[src/rtl/anc_pkg.sv]
// Shared constants for the ANC filter datapath: operand/product widths and
// the fixed requester IDs used when wiring clients onto the shared multiplier.
package anc_pkg;

  // Operand width of the shared multiplier and the full product width.
  localparam int DW = 10;
  localparam int PW = 2 * DW;

  // Requester slots on the multiplier arbiter.
  localparam int REQ_FIR = 0;  // FIR tap MACs
  localparam int REQ_LMS = 1;  // LMS weight update
  localparam int REQ_ERR = 2;  // error scaling
  localparam int REQ_AUX = 3;  // spare / auxiliary

endpackage

[src/rtl/mul_arbiter_if.sv]
// Requester-side bus of the multiplier arbiter: per-requester operand
// handshake in, tagged one-hot product strobe out.
interface mul_arbiter_if #(
  parameter int NREQ = 4,
  parameter int DW   = anc_pkg::DW
) ();

  logic [NREQ-1:0]    req_valid;
  logic [NREQ-1:0]    req_last;
  logic [NREQ*DW-1:0] req_a;
  logic [NREQ*DW-1:0] req_b;
  logic [NREQ-1:0]    req_ready;
  logic [NREQ-1:0]    rsp_valid;
  logic [2*DW-1:0]    rsp_data;

  // Requester cluster drives operands and consumes grants/results.
  modport master (
    output req_valid, req_last, req_a, req_b,
    input  req_ready, rsp_valid, rsp_data
  );

  // Arbiter side.
  modport slave (
    input  req_valid, req_last, req_a, req_b,
    output req_ready, rsp_valid, rsp_data
  );

endinterface

[src/rtl/rr_pick.sv]
// Combinational round-robin picker: the first set bit of `valid` found by
// scanning upward from ptr+1 (wrapping modulo NREQ) wins. The requester at
// `ptr` itself is considered last, which gives it lowest priority next round.
module rr_pick #(
  parameter  int NREQ = 4,
  localparam int IW   = (NREQ > 1) ? $clog2(NREQ) : 1
) (
  input  logic [NREQ-1:0] valid,
  input  logic [IW-1:0]   ptr,
  output logic [NREQ-1:0] grant,
  output logic [IW-1:0]   idx,
  output logic            any
);

  logic [IW-1:0] pos;

  // Rotating priority scan; only the first hit is kept.
  always_comb begin
    grant = '0;
    idx   = '0;
    any   = 1'b0;
    pos   = '0;
    for (int k = 1; k <= NREQ; k++) begin
      pos = IW'((int'(ptr) + k) % NREQ);
      if (!any && valid[pos]) begin
        any        = 1'b1;
        grant[pos] = 1'b1;
        idx        = pos;
      end
    end
  end

endmodule

[src/rtl/mul_arbiter.sv]
// Round-robin arbiter and two-stage sequencer for the shared multiplier.
// Beats are issued into registered operands (mul_a/mul_b), the product from
// the external combinational multiplier is captured one cycle later and
// returned to the originating requester as a one-cycle one-hot strobe.
// A beat with last=0 locks the grant to its requester until last=1.
module mul_arbiter #(
  parameter  int NREQ = 4,
  parameter  int DW   = anc_pkg::DW,
  localparam int IW   = (NREQ > 1) ? $clog2(NREQ) : 1,
  localparam int PW   = 2 * DW
) (
  input  logic          clk,
  input  logic          rst_n,
  mul_arbiter_if.slave  bus,
  output logic [DW-1:0] mul_a,
  output logic [DW-1:0] mul_b,
  input  logic [PW-1:0] mul_p,
  output logic          busy
);

  // Grant FSM: IDLE arbitrates round-robin, LOCKED pins the grant on owner.
  localparam logic [0:0] ST_IDLE   = 1'b0;
  localparam logic [0:0] ST_LOCKED = 1'b1;

  logic [0:0]      state;
  logic [IW-1:0]   owner;
  logic [IW-1:0]   ptr;

  logic [NREQ-1:0] pick_grant;
  logic [IW-1:0]   pick_idx;
  logic            pick_any;

  logic [NREQ-1:0] ready_vec;
  logic [IW-1:0]   sel;
  logic            sel_last;
  logic            xfer;

  logic [DW-1:0]   a_arr [NREQ];
  logic [DW-1:0]   b_arr [NREQ];

  logic            vld_p1;
  logic [IW-1:0]   tag_p1;
  logic            vld_p2;
  logic [IW-1:0]   tag_p2;
  logic [PW-1:0]   data_p2;

  // Unpack the flat operand buses once so selection uses a plain array index.
  for (genvar g = 0; g < NREQ; g++) begin : g_unpack
    assign a_arr[g] = bus.req_a[g*DW +: DW];
    assign b_arr[g] = bus.req_b[g*DW +: DW];
  end

  rr_pick #(
    .NREQ (NREQ)
  ) u_pick (
    .valid (bus.req_valid),
    .ptr   (ptr),
    .grant (pick_grant),
    .idx   (pick_idx),
    .any   (pick_any)
  );

  // Grant vector: the picker's choice, overridden by the owner while locked
  // (held even across gaps where the owner drops valid).
  always_comb begin
    ready_vec = pick_grant;
    if (state == ST_LOCKED) begin
      ready_vec        = '0;
      ready_vec[owner] = 1'b1;
    end
  end

  assign bus.req_ready = ready_vec;
  assign sel           = (state == ST_LOCKED) ? owner : pick_idx;
  assign xfer          = (state == ST_LOCKED) ? bus.req_valid[owner] : pick_any;
  assign sel_last      = bus.req_last[sel];

  // Lock/owner/pointer update on every accepted beat.
  always_ff @(posedge clk or negedge rst_n) begin
    if (!rst_n) begin
      state <= ST_IDLE;
      owner <= '0;
      ptr   <= IW'(NREQ - 1);
    end else if (xfer) begin
      ptr <= sel;
      if (sel_last) begin
        state <= ST_IDLE;
      end else begin
        state <= ST_LOCKED;
        owner <= sel;
      end
    end
  end

  // ---- stage p0 -> p1: register operands and tag of the accepted beat ----
  // Operands hold their last issued value while no beat is accepted.
  always_ff @(posedge clk or negedge rst_n) begin
    if (!rst_n) begin
      vld_p1 <= 1'b0;
      tag_p1 <= '0;
      mul_a  <= '0;
      mul_b  <= '0;
    end else begin
      vld_p1 <= xfer;
      if (xfer) begin
        tag_p1 <= sel;
        mul_a  <= a_arr[sel];
        mul_b  <= b_arr[sel];
      end
    end
  end

  // ---- stage p1 -> p2: capture the settled product with its tag ----
  // The product passes through untouched; signedness is the multiplier's.
  always_ff @(posedge clk or negedge rst_n) begin
    if (!rst_n) begin
      vld_p2  <= 1'b0;
      tag_p2  <= '0;
      data_p2 <= '0;
    end else begin
      vld_p2 <= vld_p1;
      if (vld_p1) begin
        tag_p2  <= tag_p1;
        data_p2 <= mul_p;
      end
    end
  end

  // ---- stage p2 output: one-hot strobe back to the originating requester ----
  always_comb begin
    bus.rsp_valid = '0;
    if (vld_p2) begin
      bus.rsp_valid[tag_p2] = 1'b1;
    end
  end

  assign bus.rsp_data = data_p2;
  assign busy         = (state == ST_LOCKED) | vld_p1 | vld_p2;

endmodule

[src/flat_wrapper.sv]
// flat-port wrapper written by rule: the top's interface ports become plain ports
module mul_arbiter_flat 
#(
  parameter  int NREQ = 4,
  parameter  int DW   = anc_pkg::DW,
  localparam int IW   = (NREQ > 1) ? $clog2(NREQ) : 1,
  localparam int PW   = 2 * DW
)
  (clk, rst_n, mul_a, mul_b, mul_p, busy, bus_req_valid, bus_req_last, bus_req_a, bus_req_b, bus_req_ready, bus_rsp_valid, bus_rsp_data);
  mul_arbiter_if #(.NREQ(NREQ), .DW(DW)) bus_i ();
  input  logic clk;
  input  logic rst_n;
  output logic [DW-1:0] mul_a;
  output logic [DW-1:0] mul_b;
  input  logic [PW-1:0] mul_p;
  output logic busy;
  input wire logic [$bits(bus_i.req_valid)-1:0] bus_req_valid;
  input wire logic [$bits(bus_i.req_last)-1:0] bus_req_last;
  input wire logic [$bits(bus_i.req_a)-1:0] bus_req_a;
  input wire logic [$bits(bus_i.req_b)-1:0] bus_req_b;
  output wire logic [$bits(bus_i.req_ready)-1:0] bus_req_ready;
  output wire logic [$bits(bus_i.rsp_valid)-1:0] bus_rsp_valid;
  output wire logic [$bits(bus_i.rsp_data)-1:0] bus_rsp_data;
  assign bus_i.req_valid = bus_req_valid;
  assign bus_i.req_last = bus_req_last;
  assign bus_i.req_a = bus_req_a;
  assign bus_i.req_b = bus_req_b;
  assign bus_req_ready = bus_i.req_ready;
  assign bus_rsp_valid = bus_i.rsp_valid;
  assign bus_rsp_data = bus_i.rsp_data;
  mul_arbiter #(.NREQ(NREQ), .DW(DW)) u_core (.clk(clk), .rst_n(rst_n), .bus(bus_i), .mul_a(mul_a), .mul_b(mul_b), .mul_p(mul_p), .busy(busy));
endmodule
[config.mk]
export PLATFORM = sky130hd
export DESIGN_NAME = mul_arbiter_flat
export DESIGN_NICKNAME = d
export VERILOG_FILES = /design/src/rtl/anc_pkg.sv /design/src/rtl/mul_arbiter_if.sv /design/src/rtl/rr_pick.sv /design/src/rtl/mul_arbiter.sv /design/src/flat_wrapper.sv
export SDC_FILE = /design/constraint.sdc
export NUM_CORES = 1
export LEC_CHECK = 0
export BUFFER_PORTS_ARGS = -buffer_cell sky130_fd_sc_hd__buf_2
export CAP_MARGIN = 10
export CORE_MARGIN = 2
export CORE_UTILIZATION = 50
export DETAILED_ROUTE_END_ITERATION = 8
export HOLD_SLACK_MARGIN = 0.02
export PLACE_DENSITY_LB_ADDON = 0.1
export SLEW_MARGIN = 20
export SYNTH_ARGS = -nofsm -noshare
export SYNTH_HDL_FRONTEND = slang
export SYNTH_SLANG_ARGS = --single-unit
[constraint.sdc]
create_clock -name clk -period 10.3 [get_ports clk]
set_input_delay 1.03 -clock clk [delete_from_list [all_inputs] [get_ports clk]]
set_output_delay 1.03 -clock clk [all_outputs]
set_load 0.02 [all_outputs]
After elaboration in Yosys (flattened, before gate mapping)
Cells that the tools add are included.

operators by class
  reduce and logical (&&, ||, !) cells = 13
  mux-type cells = 47
  bitwise logic cells = 7
  $lt $le $gt $ge = 14
  add/sub/neg operators = 4

operator list
  operator                                                                              count
  10-bit binary-select mux with 2-bit select                                            2
  10-bit 2-to-1 mux                                                                     4
  4-bit 2-to-1 mux                                                                      6
  2-bit by 3-bit less-than comparator with 1-bit output (second input constant)         7
  1-bit 2-to-1 mux                                                                      18
  1-bit binary-select mux with 2-bit select                                             6
  1-bit demux with 2-bit select                                                         6
  2-bit by 1-bit greater-or-equal comparator with 1-bit output (second input constant)  6
  4-bit bitwise OR                                                                      3
  2-bit 2-to-1 mux                                                                      5
  1-bit logical AND                                                                     9
  2-bit by 1-bit adder with 2-bit output (second input constant)                        2
  2-bit adder (second input constant)                                                   2
  3-bit greater-or-equal comparator (second input constant)                             1
  1-bit zero test                                                                       3
  2-bit NOT with 3-bit output                                                           1
  1-bit bitwise OR                                                                      2
  2-bit AND reduction                                                                   1
  1-bit NOT                                                                             1

storage, ports and cells
  flip-flop bits (word level) = 51
  logic and storage cells = 95
  bits of input ports = 110
  output and inout port bits = 49

Logic depth before layout (Yosys ltp)
Gate-level depths: netlist of run 1.

  depth after elaboration = 18
  mapped depth = 13
  mapped depth without buffers = 10

By module
From an unflattened synthesis of run 1, not the netlist that was laid out.

unflattened totals
  cells, all modules = 298
  area, all modules = 3206.8 um^2

modules (own cells, without submodules)
  module       sequential area each (um^2)  cells each  area an instance (um^2)  instances
  mul_arbiter  1278.7                       212         2577.5                   1
  rr_pick      0.0                          86          629.4                    1

Least setup slack after synthesis of run 1
Ideal clock, no wire load.

  kind = input to output
  start point = input port bus_req_valid[3]
  end point = output port bus_req_ready[0]
  buffers on the path = 1
  required time = 9.270 ns
  arrival = 2.533 ns
  cell stages on the path = 9
  path slack = 6.737 ns
  path through = buf_6 mux4_2 nor2b_4 a22oi_1 nor2_1 a21oi_1 nor2_1 a21oi_1 o22ai_1

on the way
  longest elaborated chain between the ends = 13
  elaborated cells between the ends (all ways) = 25
  classes of those cells = mux: 16; bitwise: 3; reduce/logical: 6

ends and longest elaborated chain
  what                                       line                text
  start, declared                            flat_wrapper.sv:17  input wire logic [$bits(bus_i.req_valid)-1:0] bus_req_valid;
  1-bit binary-select mux with 2-bit select  rr_pick.sv:25       if (!any && valid[pos]) begin
  1-bit 2-to-1 mux (implied by the code)     rr_pick.sv:25
  1-bit 2-to-1 mux                           rr_pick.sv:25
  1-bit zero test                            rr_pick.sv:25
  1-bit logical AND                          rr_pick.sv:25
  1-bit 2-to-1 mux                           rr_pick.sv:25
  1-bit zero test                            rr_pick.sv:25
  1-bit logical AND                          rr_pick.sv:25
  1-bit 2-to-1 mux                           rr_pick.sv:25
  1-bit zero test                            rr_pick.sv:25
  1-bit logical AND                          rr_pick.sv:25
  4-bit 2-to-1 mux *                         rr_pick.sv:25
  4-bit 2-to-1 mux *                         mul_arbiter.sv:67   if (state == ST_LOCKED) begin
  end, declared                              flat_wrapper.sv:21  output wire logic [$bits(bus_i.req_ready)-1:0] bus_req_ready;

Mark *: on every way between the ends. The rest lies on a longest branch, timed or not. The select of a mux whose other input is x is not followed.

Worst setup path in the final report of run 1
  start point = register u_core.ptr[0]
  end point = register u_core.mul_a[5]

on the way
  longest elaborated chain between the ends = 18
  elaborated cells between the ends (all ways) = 32
  classes of those cells = add/sub: 4; mux: 21; bitwise: 1; reduce/logical: 6

ends and longest elaborated chain
  what                                                   line                text
  start, declared                                        mul_arbiter.sv:27   logic [IW-1:0] ptr;
  start signal, assigned                                 mul_arbiter.sv:83   ptr <= IW'(NREQ - 1);
  start signal, assigned                                 mul_arbiter.sv:85   ptr <= sel;
  2-bit by 1-bit adder with 2-bit output                 rr_pick.sv:24       pos = IW'((int'(ptr) + k) % NREQ);
  1-bit binary-select mux with 2-bit select              rr_pick.sv:25
  1-bit 2-to-1 mux (implied by the code)                 rr_pick.sv:25
  1-bit 2-to-1 mux                                       rr_pick.sv:25
  1-bit zero test                                        rr_pick.sv:25
  1-bit logical AND                                      rr_pick.sv:25
  1-bit 2-to-1 mux                                       rr_pick.sv:25
  1-bit zero test                                        rr_pick.sv:25
  1-bit logical AND                                      rr_pick.sv:25
  1-bit 2-to-1 mux                                       rr_pick.sv:25
  1-bit zero test                                        rr_pick.sv:25
  1-bit logical AND                                      rr_pick.sv:25
  2-bit 2-to-1 mux                                       rr_pick.sv:25
  2-bit 2-to-1 mux                                       mul_arbiter.sv:74   assign sel = (state == ST_LOCKED) ? owner : pick_idx;
  2-bit NOT with 3-bit output (implied by the code)      mul_arbiter.sv:107  mul_a <= a_arr[sel];
  10-bit binary-select mux with 2-bit select             mul_arbiter.sv:107
  10-bit 2-to-1 mux (implied by the code) (2 in series)  mul_arbiter.sv:107
  end signal, assigned                                   mul_arbiter.sv:107
  end, declared                                          mul_arbiter.sv:15   output logic [DW-1:0] mul_a,

Several ways; a longest one is shown, not always the timed one. The select of a mux whose other input is x is not followed.
A chain may end at the register's enable or synchronous reset.

==> impl_results.md, run 1 <==
* Fin crit share at 41.62%
* Total power draw at 1.420 mW
* Worst skew pair latency at 0.30 ns
* Worst Slack Setup Final at 6.014 ns
* Sequential area share after synthesis at 40.99%
* Port Buf Inserts at 158
* Reg area at 1279 sq um
* Arrival time of the worst setup path at 4.47 ns
* Vias in the first global route at 2477
* Htree depth at 2
* Layout cells sized above 1 at 61.60%
* Min Tclk post-route at 4.286 ns
* HPWL after detailed placement at 5411 um
* Clock Path Buffers at 2
* FFs w/ async S/R, synth at 100.0%
* PD cells at 351.9 nW/um^2
* Filler cell count at 473
* Cts hold-fix bufs at 0
* CTS Sinks at 51
* Mapped Cells at 222
* Post-Syn Nets at 340
* Post CTS Setup Buffer Count at 0
* Worst Path Buf+Inv at 1
* Post-DRT Antenna Nets at 0
* Total of max-cap violations at 0
* TritonRoute pass-1 iters at 4
* Count leader, synth: dfrtp_1
* # resized after CTS at 0
* Data required, critical path at 10.49 ns
* Pre-CTS setup slack at 6.051 ns
* Area Growth Syn to Fin at 29.40%
* CP Cell Sequence: inv_1, ha_1, mux4_1, nor3_1, a31oi_1, a22oi_4, mux4_2, mux2_2
* Post-Route Setup TNS at 0 ns
* Via count at 2457
* Leading area contributor after synthesis: dfrtp_1
* Die footprint at 6887 sq um
* Post-synth EDFFs at 0
* Routed Wire Length at 7135 um
* CP Max Fanout at 23
* Register clock-pin slew on the reported worst setup and hold paths at 0.09 ns
* CP startpoint kind: register
* Slew headroom at 38.34%
* Post-synth top flop: dfrtp_1
* WL per Instance at 15.86 um
* Residual DRC count at 0
* CTS tree: done
* Total CTS buffers at 5
* # IOs at 159
* RSZ-0062 raised after global routing: no
* FP Rows at 28
* Critical path class: register to register
* Initial Util at 52.07%
* Core region area at 5991 sq um
* Count of final hold-check violations at 0
* Grt total ovfl at 0
* Leak Pwr at 1.984 nW
* Average size of a mapped cell at 14.05 sq um
* Outcome: completed
* Critical Path Sink Type: register
* Final setup violation count at 0
* Die Wd at 82.99 um
* Top-area cell type share of the netlist area at 39.31%
* Gr usage total at 20.52%
* Final std cells w/o fill at 450
* Footprint of the multi-input gates at 1714 sq um
* Crit path max-delay cell type: dfstp_2
* Initial drt markers at 53
* Height of the die at 82.99 um
* # diodes at 0
* First-pass GRT wire length at 11560 um
* Synth warn at 0
* Hold Path Class: register to register
* Skew final at 0.007222 ns
* Max-slew violation count at 0
* Dpl cells at 442
* Synth top area cells: dfrtp_1 39%, mux2_2 16%, mux4_1 14%, mux4_2 5.8%, ha_1 3.2%
* Final net count at 492
* Gpl congestion at 0.7886
* Largest stage delay on the critical path at 0.77 ns
* Mapped cell area at 3119 sq um
* Slew @ Worst Pin at 0.9249 ns
* Synth Register Bits at 51
* Initial antenna violation count at 0
* Post-synth cell types at 40
* Family with the most delay on the worst path: multiplexers
* Vias/cell at 5.460
* Commonest cells post-synth: 49 x dfrtp_1, 43 x mux2_2, 17 x mux4_1, 13 x nor2_1, 12 x a21oi_1
* Largest net degree at the start of global routing at 52
* Fmax at 233.3 MHz
* Worst IR Drop VDD at 187.0 uV
* Clock Tree Root: clkbuf_8
-- area by class of cell --
class	count	area share (%)
multi-input cells	150	42.47
flip-flops and latches	51	31.68
repair buffers	160	19.96
well taps	75	2.325
clock buffers	6	2.046
clock inverters	2	0.9609
inverters	6	0.5580
-- registers in the layout (all words and copies together), names as in the netlist --
signal               count
u_core.tag_p1            2
u_core.vld_p2            1
u_core.tag_p2            2
u_core.ptr               2
u_core.vld_p1            1
u_core.bus.rsp_data     20
u_core.owner             2
u_core.mul_a            10
u_core.state             1
u_core.mul_b            10
-- layer usage --
metal	routed length, um	part of all wire [%]	track usage, %	vias up
li1	-	-	-	1162
met1	2954	41	25.70	1165
met2	3522	49	35.85	118
met3	525	7.4	4.374	12
met4	133	1.9	5.961	0
met5	0	0	0	-
-- per-stage QoR --
step | cell area [sq um] | util (%) | hold slack, ns
after CTS | 4036 | 67.38 | 0.5126
after floorplan | 3119 | - | 0.4378
after detailed placement | 3915 | 65.35 | 0.4905
final | 4036 | 67.38 | 0.5075
after global routing | 4036 | 67.38 | 0.5272
after global placement | 3915 | 65.35 | 0.4828
-- layout by cell type, fill, tap and decap left out, types with 4 or more instances in the layout --
cell type  Yosys  layout
mux4_1        17      17
o21ai_0        5       5
clkbuf_8       0       6
dfrtp_1       49      49
inv_1          6       6
buf_2          2     158
mux2_2        43      43
nor3b_1        4       4
nand2b_1       4       4
a21oi_1       12      12
nor2_1        13      13
ha_1           8       8
nand2_1        6       6
a22oi_1        4       4
o22ai_1        4       4
mux4_2         8       8
-- cell families after synthesis --
kind of cell	synth area share, %
compound gates	8.103
mux	36.74
buf+inv	4.412
fa+ha+maj	3.209
flops	40.99
simple gates	6.538
-- final timing paths --
| kind | startpoint | endpoint | slack, ns | cells past startpoint |
|---|---|---|---|---|
| worst max-delay path | u_core.ptr[0]$_DFFE_PN1P_ | u_core.mul_a[5]$_DFFE_PN0P_ | 6.01 | 8 |
| max in group asynchronous | rst_n | u_core.tag_p2[0]$_DFFE_PN0P_ | 9.04 | 2 |
| min in group asynchronous | rst_n | u_core.bus.rsp_data[14]$_DFFE_PN0P_ | 0.84 | 2 |
| worst min-delay path | u_core.bus.rsp_data[13]$_DFFE_PN0P_ | u_core.bus.rsp_data[13]$_DFFE_PN0P_ | 0.51 | 1 |
| worst min register to register | u_core.bus.rsp_data[13]$_DFFE_PN0P_ | u_core.bus.rsp_data[13]$_DFFE_PN0P_ | 0.51 | 1 |
| worst max register to register | u_core.ptr[0]$_DFFE_PN1P_ | u_core.mul_a[5]$_DFFE_PN0P_ | 6.01 | 8 |
-- power by group --
group          switching, mW  total [mW]  internal (mW)
clock                 0.0659       0.146         0.0800
combinational          0.434       0.885          0.451
sequential            0.0900       0.389          0.299
No activity file was read; power rests on OpenSTA's default activity.
==> run 2, diff against run 1 <==
--- a/config.mk
+++ b/config.mk
@@ -5,10 +5,11 @@
 export SDC_FILE = /design/constraint.sdc
 export NUM_CORES = 1
 export LEC_CHECK = 0
+export ABC_AREA = 1
 export BUFFER_PORTS_ARGS = -buffer_cell sky130_fd_sc_hd__buf_2
 export CAP_MARGIN = 10
 export CORE_MARGIN = 2
-export CORE_UTILIZATION = 50
+export CORE_UTILIZATION = 48
 export DETAILED_ROUTE_END_ITERATION = 8
 export HOLD_SLACK_MARGIN = 0.02
 export PLACE_DENSITY_LB_ADDON = 0.1
==> constraint.sdc (replaced) <==
create_clock -name clk -period 4.1 [get_ports clk]
set_input_delay 0.41 -clock clk [delete_from_list [all_inputs] [get_ports clk]]
set_output_delay 0.41 -clock clk [all_outputs]
set_load 0.02 [all_outputs]
==> run 2 against run 1 <==
Hold slack got worse by 0.31 ns. Register-to-register slack got worse by 5.1 ns. Via count rose by 42%. Final area rose by 11%. Cell count rose by 61%. Synthesized cell count rose by 120%.
==> impl_results.md, run 2 <==
* Outcome: completed (unchanged)
* Largest register FFs at 20 (unchanged)
* WL per Instance at 12.04 um (was 15.86 um)
* Largest stage delay on the critical path at 0.70 ns (was 0.77 ns)
* Core region area at 7253 sq um (was 5991 sq um)
* Largest net degree at the start of global routing at 52 (unchanged)
* Slew headroom at 39.70% (was 38.34%)
* Arrival time of the worst setup path at 3.41 ns (was 4.47 ns)
* Flop-to-flop setup slack at 0.94 ns (was 6.01 ns)
* First-pass GRT wire length at 14840 um (was 11560 um)
* FP Rows at 31 (was 28)
* PD cells at 973.4 nW/um^2 (was 351.9 nW/um^2)
* CP Cell Sequence: inv_6, ha_1, inv_1, nand3_1, nand2_1, inv_1, nand3_2, nand2_1, nand2_1, nand2_1, nand2_2, buf_4, inv_1, nand3_1, nand2_1, nand2_1, nand2_1 (was inv_1, ha_1, mux4_1, nor3_1, a31oi_1, a22oi_4, mux4_2, mux2_2)
* Top cell by count, worst path: nand2_1
* Post-DRT Antenna Nets at 0 (unchanged)
* Layout cells sized above 1 at 34.93% (was 61.60%)
* Mapped cell area at 3595 sq um (was 3119 sq um)
* Synth top area cells: dfrtp_1 34%, nand2_1 16%, nand3b_1 8.4%, nand3_1 7.4%, inv_1 6.4% (was dfrtp_1 39%, mux2_2 16%, mux4_1 14%, mux4_2 5.8%, ha_1 3.2%)
* Via count at 3498 (was 2457)
* RSZ-0062 raised after global routing: no (unchanged)
* Cts hold-fix bufs at 0 (unchanged)
* Register clock-pin slew on the reported worst setup and hold paths at 0.10 ns (was 0.09 ns)
* Clock Tree Root: clkbuf_8 (unchanged)
* # IOs at 159 (unchanged)
* Initial antenna violation count at 0 (unchanged)
* Worst Path Buf+Inv at 5 (was 1)
* Die footprint at 8197 sq um (was 6887 sq um)
* CP startpoint kind: register (unchanged)
* Average size of a mapped cell at 7.458 sq um (was 14.05 sq um)
* Critical path class: register to register (unchanged)
* Mapped Cells at 482 (was 222)
* CTS tree: done (unchanged)
* Fin crit share at 77.06% (was 41.62%)
* Worst skew pair latency at 0.31 ns (was 0.30 ns)
* Sequential area share after synthesis at 35.57% (was 40.99%)
* Worst IR Drop VDD at 389.2 uV (was 187.0 uV)
* Height of the die at 90.54 um (was 82.99 um)
* Port Buf Inserts at 158 (unchanged)
* Die Wd at 90.54 um (was 82.99 um)
* Initial Util at 49.56% (was 52.07%)
* Leading area contributor after synthesis: dfrtp_1 (unchanged)
* Critical Path Sink Type: register (unchanged)
* Post-synth cell types at 36 (was 40)
* Post-synth EDFFs at 0 (unchanged)
* Post-synth top flop: dfrtp_1 (unchanged)
* R2r worst-path depth at 17 (was 8)
* RR Startpoint: u_core.ptr[0]$_DFFE_PN1P_ (unchanged)
* TritonRoute pass-1 iters at 4 (unchanged)
* Critical R2R Capture: u_core.mul_b[2]$_DFFE_PN0P_ (was u_core.mul_a[5]$_DFFE_PN0P_)
* Synth Register Bits at 51 (unchanged)
* Gpl congestion at 0.9548 (was 0.7886)
* Min Tclk post-route at 3.159 ns (was 4.286 ns)
* Leak Pwr at 2.567 nW (was 1.984 nW)
* HPWL after detailed placement at 6603 um (was 5411 um)
* Crit path max-delay cell type: dfstp_2 (unchanged)
* Residual DRC count at 0 (unchanged)
* Most frequent cells in the layout: 158 x buf_2, 155 x nand2_1, 61 x inv_1, 53 x nand3_1, 49 x dfrtp_1 (was 158 x buf_2, 49 x dfrtp_1, 43 x mux2_2, 17 x mux4_1, 13 x nor2_1)
* Gr usage total at 21.68% (was 20.52%)
* Slew @ Worst Pin at 0.9044 ns (was 0.9249 ns)
* Filler cell count at 686 (was 473)
* Post CTS Setup Buffer Count at 0 (unchanged)
* Final setup violation count at 0 (unchanged)
* Fmax at 316.5 MHz (was 233.3 MHz)
* Clock Path Buffers at 2 (unchanged)
* Commonest cells post-synth: 155 x nand2_1, 61 x inv_1, 53 x nand3_1, 49 x dfrtp_1, 40 x nand3b_1 (was 49 x dfrtp_1, 43 x mux2_2, 17 x mux4_1, 13 x nor2_1, 12 x a21oi_1)
* Hold Path Class: input pin to asynchronous set/reset pin (was register to register)
* Final net count at 744 (was 492)
* Htree depth at 2 (unchanged)
* Top-area cell type share of the netlist area at 34.11% (was 39.31%)
* Grt total ovfl at 0 (unchanged)
* Family with the most delay on the worst path: simple AND/OR/NAND/NOR gates (was multiplexers)
* Initial drt markers at 110 (was 53)
* Vias/cell at 4.818 (was 5.460)
* FFs w/ async S/R, synth at 100.0% (unchanged)
* Max-slew violation count at 0 (unchanged)
* Total CTS buffers at 5 (unchanged)
* # diodes at 0 (unchanged)
* Total of max-cap violations at 0 (unchanged)
* # resized after CTS at 0 (unchanged)
* WP depth at 17 (was 8)
* Routed Wire Length at 8740 um (was 7135 um)
* Post-Syn Nets at 600 (was 340)
* Vias in the first global route at 3197 (was 2477)
* Count of final hold-check violations at 0 (unchanged)
* Synth warn at 0 (unchanged)
* Count leader, synth: nand2_1 (was dfrtp_1)
* CTS Sinks at 51 (unchanged)
* Area Growth Syn to Fin at 25.03% (was 29.40%)
* Most common library cell in the layout ignoring fill and taps: buf_2 (unchanged)
* Post-Route Setup TNS at 0 ns (unchanged)
* CP Max Fanout at 22 (was 23)
* Hold Slack at 0.1954 ns (was 0.5075 ns)
* Skew final at 0.004376 ns (was 0.007222 ns)
* Data required, critical path at 4.35 ns (was 10.49 ns)
run 2: kinds of logic after synthesis:
kind of cell / share of synthesized area [%]
AO/OA/AOI/OAI: 3.690
buffers and inverters: 11.94
adder cells (fa/ha/maj): 2.785
AND/OR/NAND/NOR: 39.75
multiplexers: 6.265
flip-flops: 35.57
run 2: metal layers:
layer	GRT usage, %	vias to the layer above	routed length, um
met3	3.589	6	540
met4	5.128	0	57
met2	35.01	126	4132
met1	30.52	1558	4008
li1	-	1808	-
met5	0	-	0
run 2: metrics by stage:
step	power, mW	util (%)	instances	instance area, sq um	worst slack (ns)
after floorplan	3.443	-	482	3595	1.551
after global placement	3.918	60.03	718	4354	0.9892
after detailed placement	3.960	60.03	718	4354	0.9969
after CTS	4.396	61.96	726	4494	0.9649
after global routing	4.846	61.96	726	4494	0.6186
final	4.375	61.96	726	4494	0.9407
run 2: worst max-delay path by stage:
stage	startpoint	to	slack (ns)
after floorplan	u_core.ptr[0]$_DFFE_PN1P_	bus_req_ready[2]	1.55
after global placement	u_core.ptr[0]$_DFFE_PN1P_	u_core.mul_b[6]$_DFFE_PN0P_	0.99
after detailed placement	u_core.ptr[0]$_DFFE_PN1P_	u_core.mul_b[2]$_DFFE_PN0P_	1.0
after CTS	u_core.ptr[0]$_DFFE_PN1P_	u_core.owner[0]$_DFFE_PN0P_	0.96
after global routing	u_core.ptr[0]$_DFFE_PN1P_	u_core.mul_b[2]$_DFFE_PN0P_	0.62
final	u_core.ptr[0]$_DFFE_PN1P_	u_core.mul_b[2]$_DFFE_PN0P_	0.94
run 2: area by class of cell:
type | count | area (sq um) | area share (%)
Clock buffer | 5 | 68.82 | 1.531
Clock inverter | 3 | 71.32 | 1.587
Inverter | 65 | 251.5 | 5.596
Multi-Input combinational cell | 342 | 1887 | 41.98
Sequential cell | 51 | 1279 | 28.45
Tap cell | 99 | 123.9 | 2.756
Timing Repair Buffer | 161 | 813.3 | 18.10
run 2: report_power, final:
| part | switching [mW] | total [mW] | internal, mW |
|---|---|---|---|
| sequential | 0.183 | 0.948 | 0.764 |
| clock | 0.177 | 0.424 | 0.248 |
| combinational | 2.00 | 3.00 | 0.998 |
| total | 2.36 | 4.37 | 2.01 |
==> run 3, diff against run 2 <==
--- a/config.mk
+++ b/config.mk
@@ -5,11 +5,11 @@
 export SDC_FILE = /design/constraint.sdc
 export NUM_CORES = 1
 export LEC_CHECK = 0
-export ABC_AREA = 1
+export ABC_AREA = 0
 export BUFFER_PORTS_ARGS = -buffer_cell sky130_fd_sc_hd__buf_2
 export CAP_MARGIN = 10
 export CORE_MARGIN = 2
-export CORE_UTILIZATION = 48
+export CORE_UTILIZATION = 46
 export DETAILED_ROUTE_END_ITERATION = 8
 export HOLD_SLACK_MARGIN = 0.02
 export PLACE_DENSITY_LB_ADDON = 0.1
==> constraint.sdc (replaced) <==
create_clock -name clk -period 3.1 [get_ports clk]
set_input_delay 0.31 -clock clk [delete_from_list [all_inputs] [get_ports clk]]
set_output_delay 0.31 -clock clk [all_outputs]
set_load 0.02 [all_outputs]
==> run 3 against run 2 <==
Critical path depth decreased by 10. Sequential power rose by 29%. Total power rose by 17%. Largest cell class unchanged. Cell count decreased by 35%. Highest routed layer unchanged.
==> impl_results.md, run 3 (same netlist as run 1, synthesis figures left out) <==
* Comb pwr share at 68.3% (was 68.6%)
* Die footprint at 7455 sq um (was 8197 sq um)
* First-pass GRT wire length at 11470 um (was 14840 um)
* Count of final hold-check violations at 0 (unchanged)
* Flop-to-flop setup slack at 0.03 ns (was 0.94 ns)
* Most frequent cells in the layout: 157 x buf_2, 49 x dfrtp_1, 42 x mux2_2, 20 x mux4_2, 15 x buf_4 (was 158 x buf_2, 155 x nand2_1, 61 x inv_1, 53 x nand3_1, 49 x dfrtp_1)
* Largest net degree at the start of global routing at 29 (was 52)
* Family with the most delay on the worst path: multiplexers (was simple AND/OR/NAND/NOR gates)
* Hold Slack at 0.01607 ns (was 0.1954 ns)
* FP Rows at 30 (was 31)
* Largest register FFs at 20 (unchanged)
* Pint at 2.999 mW (was 2.010 mW)
* Height of the die at 86.35 um (was 90.54 um)
* Post-DRT Antenna Nets at 0 (unchanged)
* Hold Path Class: input pin to asynchronous set/reset pin (unchanged)
* RR Startpoint: u_core.ptr[0]$_DFFE_PN1P_ (unchanged)
* Worst Slack Setup Final at 0.02539 ns (was 0.9407 ns)
* Pre-CTS setup slack at -0.03040 ns (was 0.9969 ns)
* Slew headroom at 39.68% (was 39.70%)
* Routed Wire Length at 7280 um (was 8740 um)
* Fmax at 325.2 MHz (was 316.5 MHz)
* # IOs at 159 (unchanged)
* Slew @ Worst Pin at 0.9048 ns (was 0.9044 ns)
* Gr usage total at 19.31% (was 21.68%)
* Most common library cell in the layout ignoring fill and taps: buf_2 (unchanged)
* Vias/cell at 5.298 (was 4.818)
* Htree depth at 2 (unchanged)
* Final setup violation count at 0 (unchanged)
* Switch Pwr at 2.129 mW (was 2.365 mW)
* R2r worst-path depth at 7 (was 17)
* Arrival time of the worst setup path at 3.27 ns (was 3.41 ns)
* Dpl cells at 460 (was 718)
* CTS tree: done (unchanged)
* Critical path class: register to register (unchanged)
* Final net count at 507 (was 744)
* HPWL after detailed placement at 5657 um (was 6603 um)
* Residual DRC count at 0 (unchanged)
* Final core occ at 62.49% (was 61.96%)
* CP Cell Sequence: mux4_1, nor2b_4, or2_4, a221oi_4, buf_12, mux4_2, mux2_2 (was inv_6, ha_1, inv_1, nand3_1, nand2_1, inv_1, nand3_2, nand2_1, nand2_1, nand2_1, nand2_2, buf_4, inv_1, nand3_1, nand2_1, nand2_1, nand2_1)
* Clock Path Buffers at 2 (unchanged)
* Max-slew violation count at 0 (unchanged)
* Fin crit share at 99.18% (was 77.06%)
* Leak Pwr at 2.018 nW (was 2.567 nW)
* PD cells at 1228 nW/um^2 (was 973.4 nW/um^2)
* Crit path max-delay cell type: dfstp_2 (unchanged)
* Largest stage delay on the critical path at 0.61 ns (was 0.70 ns)
* Worst IR Drop VDD at 616.1 uV (was 389.2 uV)
* Total CTS buffers at 5 (unchanged)
* Data required, critical path at 3.30 ns (was 4.35 ns)
* CTS Sinks at 51 (unchanged)
* Die Wd at 86.35 um (was 90.54 um)
* Sequential power share at 23.9% (was 21.7%)
* Critical Path Sink Type: register (unchanged)
* Layout cells sized above 1 at 68.21% (was 34.93%)
* Core region area at 6681 sq um (was 7253 sq um)
* Min Tclk post-route at 3.075 ns (was 3.159 ns)
* Initial antenna violation count at 0 (unchanged)
* CP startpoint kind: register (unchanged)
* Clock Tree Root: clkbuf_8 (unchanged)
* Port Buf Inserts at 158 (unchanged)
* RSZ-0062 raised after global routing: yes (was no)
* Final std cells w/o fill at 470 (was 726)
* Worst skew pair latency at 0.30 ns (was 0.31 ns)
* Clk pwr share at 7.8% (was 9.7%)
* Initial drt markers at 94 (was 110)
* WL per Instance at 15.49 um (was 12.04 um)
* Grt total ovfl at 0 (unchanged)
* CP Max Fanout at 22 (unchanged)
* Sw frac at 41.52% (was 54.06%)
* Total power draw at 5.127 mW (was 4.375 mW)
* Cts hold-fix bufs at 0 (unchanged)
* Register clock-pin slew on the reported worst setup and hold paths at 0.10 ns (about the same)
* Critical R2R Capture: u_core.mul_a[5]$_DFFE_PN0P_ (was u_core.mul_b[2]$_DFFE_PN0P_)
* Skew final at 0.004258 ns (was 0.004376 ns)
* Worst Path Buf+Inv at 1 (was 5)
* Gpl congestion at 0.7771 (was 0.9548)
* TritonRoute pass-1 iters at 4 (unchanged)
* Via count at 2490 (was 3498)
* # diodes at 0 (unchanged)
* Outcome: completed (unchanged)
* Vias in the first global route at 2425 (was 3197)
* Area Growth Syn to Fin at 33.85% (was 25.03%)
* Total of max-cap violations at 0 (unchanged)
* Initial Util at 46.69% (was 49.56%)
-- run 3: worst register-to-register path: stages, from the launching register on --
cell and delay [ns]:
dfstp_2 0.61, mux4_1 0.60, nor2b_4 0.15, or2_4 0.25, a221oi_4 0.30, buf_12 0.24
mux4_2 0.54, mux2_2 0.27
-- run 3: area by class of cell --
| cell class | instances | area (sq um) |
|---|---|---|
| Inverter | 6 | 27.53 |
| Timing Repair Buffer | 175 | 958.4 |
| Fill cell | 564 | 2506 |
| Tap cell | 80 | 100.1 |
| Sequential cell | 51 | 1279 |
| Clock buffer | 5 | 68.82 |
| Clock inverter | 3 | 28.78 |
| Multi-Input combinational cell | 150 | 1713 |
-- run 3: worst max path at each step --
stage                               from                          end  slack, ns  depth (start not counted)
2_1_floorplan  u_core.ptr[0]$_DFFE_PN1P_  u_core.mul_a[0]$_DFFE_PN0P_      -0.18                         11
3_3_place_gp   u_core.ptr[0]$_DFFE_PN1P_  u_core.owner[0]$_DFFE_PN0P_       0.06                          9
3_5_place_dp   u_core.ptr[0]$_DFFE_PN1P_  u_core.owner[0]$_DFFE_PN0P_      -0.03                          9
4_1_cts        u_core.ptr[0]$_DFFE_PN1P_  u_core.mul_a[7]$_DFFE_PN0P_      0.002                          7
5_1_grt        u_core.ptr[0]$_DFFE_PN1P_  u_core.mul_b[6]$_DFFE_PN0P_      -0.06                          7
6_report       u_core.ptr[0]$_DFFE_PN1P_  u_core.mul_a[5]$_DFFE_PN0P_       0.03                          7
-- run 3: what timing repair did --
item,in CTS,in global routing
gates resized for setup,2,4
setup buffers,0,2
endpoints found under the setup margin,6,26
-- run 3: layer usage --
layer	share of wire, %	vias up	global-route usage (%)
li1	-	1185	-
met1	41	1195	24.81
met2	52	108	33.92
met3	6.9	2	4.000
met4	0.36	0	3.977
met5	0	-	0
-- run 3: metrics by stage --
| step | cell area (sq um) | TNS [ns] |
|---|---|---|
| after CTS | 4141 | 0 |
| final | 4175 | 0 |
| after global routing | 4175 | -0.9243 |
| after floorplan | 3122 | -3.232 |
| after global placement | 4034 | 0 |
| after detailed placement | 4034 | -0.03040 |
-- run 3: power groups by stage --
stage               logic (mW)  registers, mW  clock network (mW)
finish                    3.50           1.22               0.401
global route              3.80           1.27               0.445
CTS                       3.47           1.22               0.418
detailed placement        3.45           1.23                   0
global placement          3.37           1.23                   0
floorplan                 2.36           1.47                   0
